$ cat config.mk
export PLATFORM = sky130hd
export DESIGN_NAME = sync_debounce_edge
export DESIGN_NICKNAME = d
export VERILOG_FILES = /design/src/rtl/sync_debounce_edge.sv
export SDC_FILE = /design/constraint.sdc
export NUM_CORES = 1
export LEC_CHECK = 0
export BUFFER_PORTS_ARGS = -buffer_cell sky130_fd_sc_hd__buf_4
export CAP_MARGIN = 10
export CORE_ASPECT_RATIO = 0.75
export CORE_UTILIZATION = 25
export CTS_CLUSTER_DIAMETER = 50
export DETAILED_ROUTE_END_ITERATION = 8
export GPL_ROUTABILITY_DRIVEN = 0
export PLACE_DENSITY = 0.5
export RECOVER_POWER = 100
export SLEW_MARGIN = 20
export SYNTH_ARGS = -nofsm -noshare
export SYNTH_HDL_FRONTEND = slang
export SYNTH_SLANG_ARGS = --single-unit
$ cat constraint.sdc
create_clock -name clk -period 1.8 [get_ports clk]
set_input_delay 0.27 -clock clk [delete_from_list [all_inputs] [get_ports clk]]
set_output_delay 0.27 -clock clk [all_outputs]
set_load 0.02 [all_outputs]
$ cat src/rtl/sync_debounce_edge.sv
// sync_debounce_edge: debounce a synchronized level, emit edge pulses and a saturating rise count
module sync_debounce_edge #(
  parameter int STABLE_CYCLES = 4,
  parameter int CNT_W = 8
) (
  input  logic             clk,
  input  logic             rst_n,
  input  logic             sync_in,
  input  logic             clr_count,
  output logic             db_out,
  output logic             rise_pulse,
  output logic             fall_pulse,
  output logic [CNT_W-1:0] edge_count
);
  localparam int CW = $clog2(STABLE_CYCLES + 1);
  localparam logic [CW-1:0] LAST = CW'(STABLE_CYCLES - 1);
  typedef enum logic [1:0] {LOW_STABLE, RISE_PEND, HIGH_STABLE, FALL_PEND} state_t;
  state_t state, state_nx;
  logic [CW-1:0] ctr, ctr_nx;
  logic db_nx, rise_nx, fall_nx;
  // state, stability counter and registered outputs
  always_ff @(posedge clk) begin
    if (!rst_n) begin
      state <= LOW_STABLE;
      ctr <= '0;
      db_out <= 1'b0;
      rise_pulse <= 1'b0;
      fall_pulse <= 1'b0;
    end else begin
      state <= state_nx;
      ctr <= ctr_nx;
      db_out <= db_nx;
      rise_pulse <= rise_nx;
      fall_pulse <= fall_nx;
    end
  end
  // qualify a new level only after STABLE_CYCLES identical consecutive samples
  always_comb begin
    state_nx = state;
    ctr_nx = ctr;
    db_nx = db_out;
    rise_nx = 1'b0;
    fall_nx = 1'b0;
    case (state)
      LOW_STABLE: if (sync_in) begin
        state_nx = RISE_PEND;
        ctr_nx = CW'(1);
      end
      RISE_PEND: if (!sync_in) begin
        state_nx = LOW_STABLE;
        ctr_nx = '0;
      end else if (ctr == LAST) begin
        state_nx = HIGH_STABLE;
        ctr_nx = '0;
        db_nx = 1'b1;
        rise_nx = 1'b1;
      end else ctr_nx = ctr + CW'(1);
      HIGH_STABLE: if (!sync_in) begin
        state_nx = FALL_PEND;
        ctr_nx = CW'(1);
      end
      FALL_PEND: if (sync_in) begin
        state_nx = HIGH_STABLE;
        ctr_nx = '0;
      end else if (ctr == LAST) begin
        state_nx = LOW_STABLE;
        ctr_nx = '0;
        db_nx = 1'b0;
        fall_nx = 1'b1;
      end else ctr_nx = ctr + CW'(1);
      default: state_nx = LOW_STABLE;
    endcase
  end
  // saturating rise counter; a clear coinciding with a rise keeps that rise
  always_ff @(posedge clk) begin
    if (!rst_n) edge_count <= '0;
    else if (clr_count) edge_count <= rise_pulse ? CNT_W'(1) : '0;
    else if (rise_pulse && !(&edge_count)) edge_count <= edge_count + CNT_W'(1);
  end
endmodule

# == After elaboration in Yosys (flattened, before gate mapping) ==
# Index checks and enable logic that the tools add are counted.
# totals
wordCells,55
in_bits,4
regBits,16
out_inout_bits,11
# op_classes
mux,22
n_eq_ne,12
n_reduce_logical,11
n_addsub,2
bitwise_logic,2
# ops
op,count
8-bit 2-to-1 mux,2
3-bit 2-to-1 mux,5
2-bit 2-to-1 mux,6
2-bit != test (second input constant),6
3-bit case mux with 4 select lines,1
8-bit by 1-bit adder with 8-bit output (second input constant),1
2-bit case mux with 4 select lines,1
8-bit AND reduction,1
1-bit 2-to-1 mux,6
3-bit != test (second input constant),2
5-bit AND reduction,1
2-bit equality test (second input constant),2
4-bit AND reduction,1
2-bit nonzero test,2
3-bit by 1-bit adder with 3-bit output (second input constant),1
3-bit by 2-bit equality test with 1-bit output (second input constant),1
3-bit AND reduction,1
3-bit OR reduction,1
2-bit by 1-bit equality test with 1-bit output (second input constant),1
2-bit logical NOT,1
1-bit NOT,2
1-bit case mux with 2 select lines,1
2-bit AND reduction,1
1-bit logical AND,1
1-bit logical NOT,1

# == Logic depth before layout (Yosys ltp) ==
# depth
ltp_word,5
depth_mapped,4
depth_no_buf,4

# == Worst setup path after synthesis ==
# OpenSTA, ideal clock, no wires.
# synth_timing
kind,reg2reg
startpoint,reg edge_count[1]
endpoint,reg edge_count[6]
path_stages_with_launch,5
arrival_time_ns,1.462
t_required_ns,1.684
slack_ns,0.222
setup_time_ns,0.116
synth_period_minus_slack_ns,1.578
n_path_buf,0
path_cell_list,dfxtp_1 ha_1 nand4_2 or4b_1 o211a_1
# synth_between
elab_chain_cells,4
word_cells_on_any_way,7
classes_between,add/sub (1); mux (2); reduce/logical (4)
# synth_rtl
item,line_no,text
start: declaration,13,output logic [CNT_W-1:0] edge_count
start signal: assignment,77,else if (clr_count) edge_count <= rise_pulse ? CNT_W'(1) : '0;
start signal: assignment,78,else if (rise_pulse && !(&edge_count)) edge_count <= edge_count + CNT_W'(1);
branches (longest 4 deep; another with 8-bit by 1-bit adder with 8-bit output),-,
# Several ways; the timed one is not identified. The select of a mux whose other input is x is not followed.
# A chain may end at the register's enable or synchronous reset.

# == Worst setup path after layout ==
# Same ends and word-level chain as after synthesis.

==> metrics <==
Max-cap violations=0; drc violations=0; core area=between 2000 and 3000 sq um; DRT Pass-1 Iters=4; Crit. End Element=flop; initial antenna violation count=0; reg-to-reg slack, setup=0.26 ns; Synthesized Nets=89; Routed wire per std cell=around 12 um; Netlist cell types=31; Synth Register Bits=16; final period utilization=0.856; H-tree levels=1; reg-to-reg endpoint=edge_count[6]$_SDFFE_PN0P_; CP max FO=6; CP endpoint=edge_count[6]$_SDFFE_PN0P_; Avg Cell Area, Syn=just over 9 sq um; Pwr Density=~740 nW/um^2; vias per cell=~4.8; worst hold path class=input pin to flop; Synth Cell Area=around 760 sq um; share of layout cells above drive strength 1=0.0808; post-synthesis mux area share=0.0526; Setup Viol. Count Final=0; Setup TNS=0 ns; DPL Wire Length=~1200 um; DR vias=647; cells after synthesis=83; maximum vdd ir drop=approximately 0.25 mV; warning count from the yosys run=0; GRT overflow=0; GRT Overall Usage=0.110; RSZ-0062 raised after global routing=false; CTS hold repair buffers=0; Final Critical Period=roughly 1.5 ns; # IOs=15; largest net degree at the start of global routing=9; WP data required=about 1.9 ns; cell area after layout=~900 sq um; Placed Area=roughly 900 sq um; Post-DRT Antenna Nets=0; number of port buffers=14; commonest non-fill, non-tap cells in the layout=dfxtp_1, nand2_1, clkbuf_1, a21oi_1; hold_sp=clr_count; Fin Clk Skew=around 0.0021 ns; clk root buf=clkbuf_8; drt total wl=roughly 1600 um; first-pass GRT wire length=~2700 um; number of global-route vias before repair=between 500 and 600; # nets final=107; leakage power=around 0.33 nW; CTS resizes=0; CTS tree=built; status=complete, no violations; Layout area overhead=18.6%; CP Data Arrival Time=~1.7 ns; post-synthesis compound-gate area fraction=0.166; Async S/R FF share, synth=0; Post-Synth XOR/XNOR Area=0.0230; Synth area leader=dfxtp_1; clock sinks=16; CTS Buf Count=3; Initial Utilization=0.277; clock tree buffer depth=2; crit path launch=edge_count[1]$_SDFFE_PN0P_; die area=approximately 3300 sq um; Crit Path Class=flop to flop; fmax=~0.65 GHz; Reg clk slew, reported paths=0.06 ns; post-synthesis simple-gate area fraction=0.286; row count=16; Die Wd=~66 um; FILL cells=~300; endpoints failing hold=0; commonest non-fill, non-tap cell in the layout=dfxtp_1; largest family of logic cells by synthesized area=simple AND/OR/NAND/NOR gates; area share of fa/ha/maj cells after synthesis=0.0329; EDFF count, synth=0; register area share after synthesis=0.421; Die Ht=between 40 and 50 um; number of setup buffers added after CTS=0; origin of the critical flop-to-flop path=edge_count[1]$_SDFFE_PN0P_; worst-margin pin slew=~0.38 ns; # diodes=0; predominant post-synthesis flop cell=dfxtp_1; clk_lat worst skew=between 0.2 and 0.3 ns; reg2reg path depth=4; Rel. slew slack=0.746; initial DRC count=30; synth top area cells=dfxtp_1, nand2_1, mux2i_1; critical path launch point type=flop; Yosys top cell area share=0.421; Slew Viols, Final=0
## area by class of cell
cell class	count	area (sq um)	share of cell area
repair buffers	15	71.3	0.0791
inverters	1	3.75	0.00416
well taps	36	45.0	0.0499
flip-flops and latches	16	320	0.355
clock buffers	3	41.3	0.0458
multi-input cells	64	420	0.466
## cells in the mapped netlist (all sizes together), types with 2 or more instances
master / number
mux2i: 4
nand3: 2
nand3b: 2
buf: 2
a211oi: 2
nand2b: 4
ha: 2
o211a: 2
nand2: 13
nand4: 3
nor2: 4
o31ai: 2
dfxtp: 16
a21oi: 7
nor3b: 3
## logic make-up after synthesis
| kind of cell | count (synthesis) |
|---|---|
| AOI/OAI and AO/OA | 18 |
| xor gates and xnor gates | 2 |
| adders and majority gates | 2 |
| buffers and inverters | 3 |
| DFF | 16 |
| muxes | 4 |
| and+or+nand+nor | 38 |
## worst min-delay path by stage
stage,to,cells after the start
after global routing,edge_count[2]$_SDFFE_PN0P_,2
after CTS,edge_count[2]$_SDFFE_PN0P_,2
final,edge_count[2]$_SDFFE_PN0P_,2
after floorplan,edge_count[2]$_SDFFE_PN0P_,1
after detailed placement,ctr[2]$_SDFFE_PN0P_,1
after global placement,ctr[2]$_SDFFE_PN0P_,1
## state kept, by name, summed over array words and instances, names as in the netlist, named ones only
name        count
ctr             3
db_out          1
edge_count      8
fall_pulse      1
rise_pulse      1
state           1
## metrics by stage
step	worst slack, ns	util	total power [mW]	instances	hold slack [ns]
after detailed placement	0.274	0.331	0.409	132	0.461
final	0.259	0.329	0.667	135	0.216
after global routing	0.139	0.329	0.694	135	0.216
after CTS	0.263	0.346	0.677	135	0.211
after floorplan	0.222	-	0.394	83	0.349
after global placement	0.328	0.331	0.409	132	0.459
## metal layers
layer / GRT usage / wire, um / vias to the layer above
li1: - / - / 339
met1: 0.164 / 922 / 297
met2: 0.139 / 638 / 7
met3: 0.0324 / 32 / 4
met4: 0.0543 / 36 / 0
met5: 0 / 0 / -
## power breakdown
part | internal (mW) | leakage (nW) | total (mW) | switching [mW]
logic | 0.0152 | 0.177 | 0.0356 | 0.0204
clock network | 0.148 | 0.0216 | 0.267 | 0.119
registers | 0.359 | 0.129 | 0.364 | 0.00492
## critical path, stage by stage, from the launching register on
cell     delay [ns]
dfxtp_1        0.38
ha_1           0.28
nand4_1        0.16
or4b_1         0.49
o211a_1        0.13
Note: power is estimated with default switching activity, not from simulation.
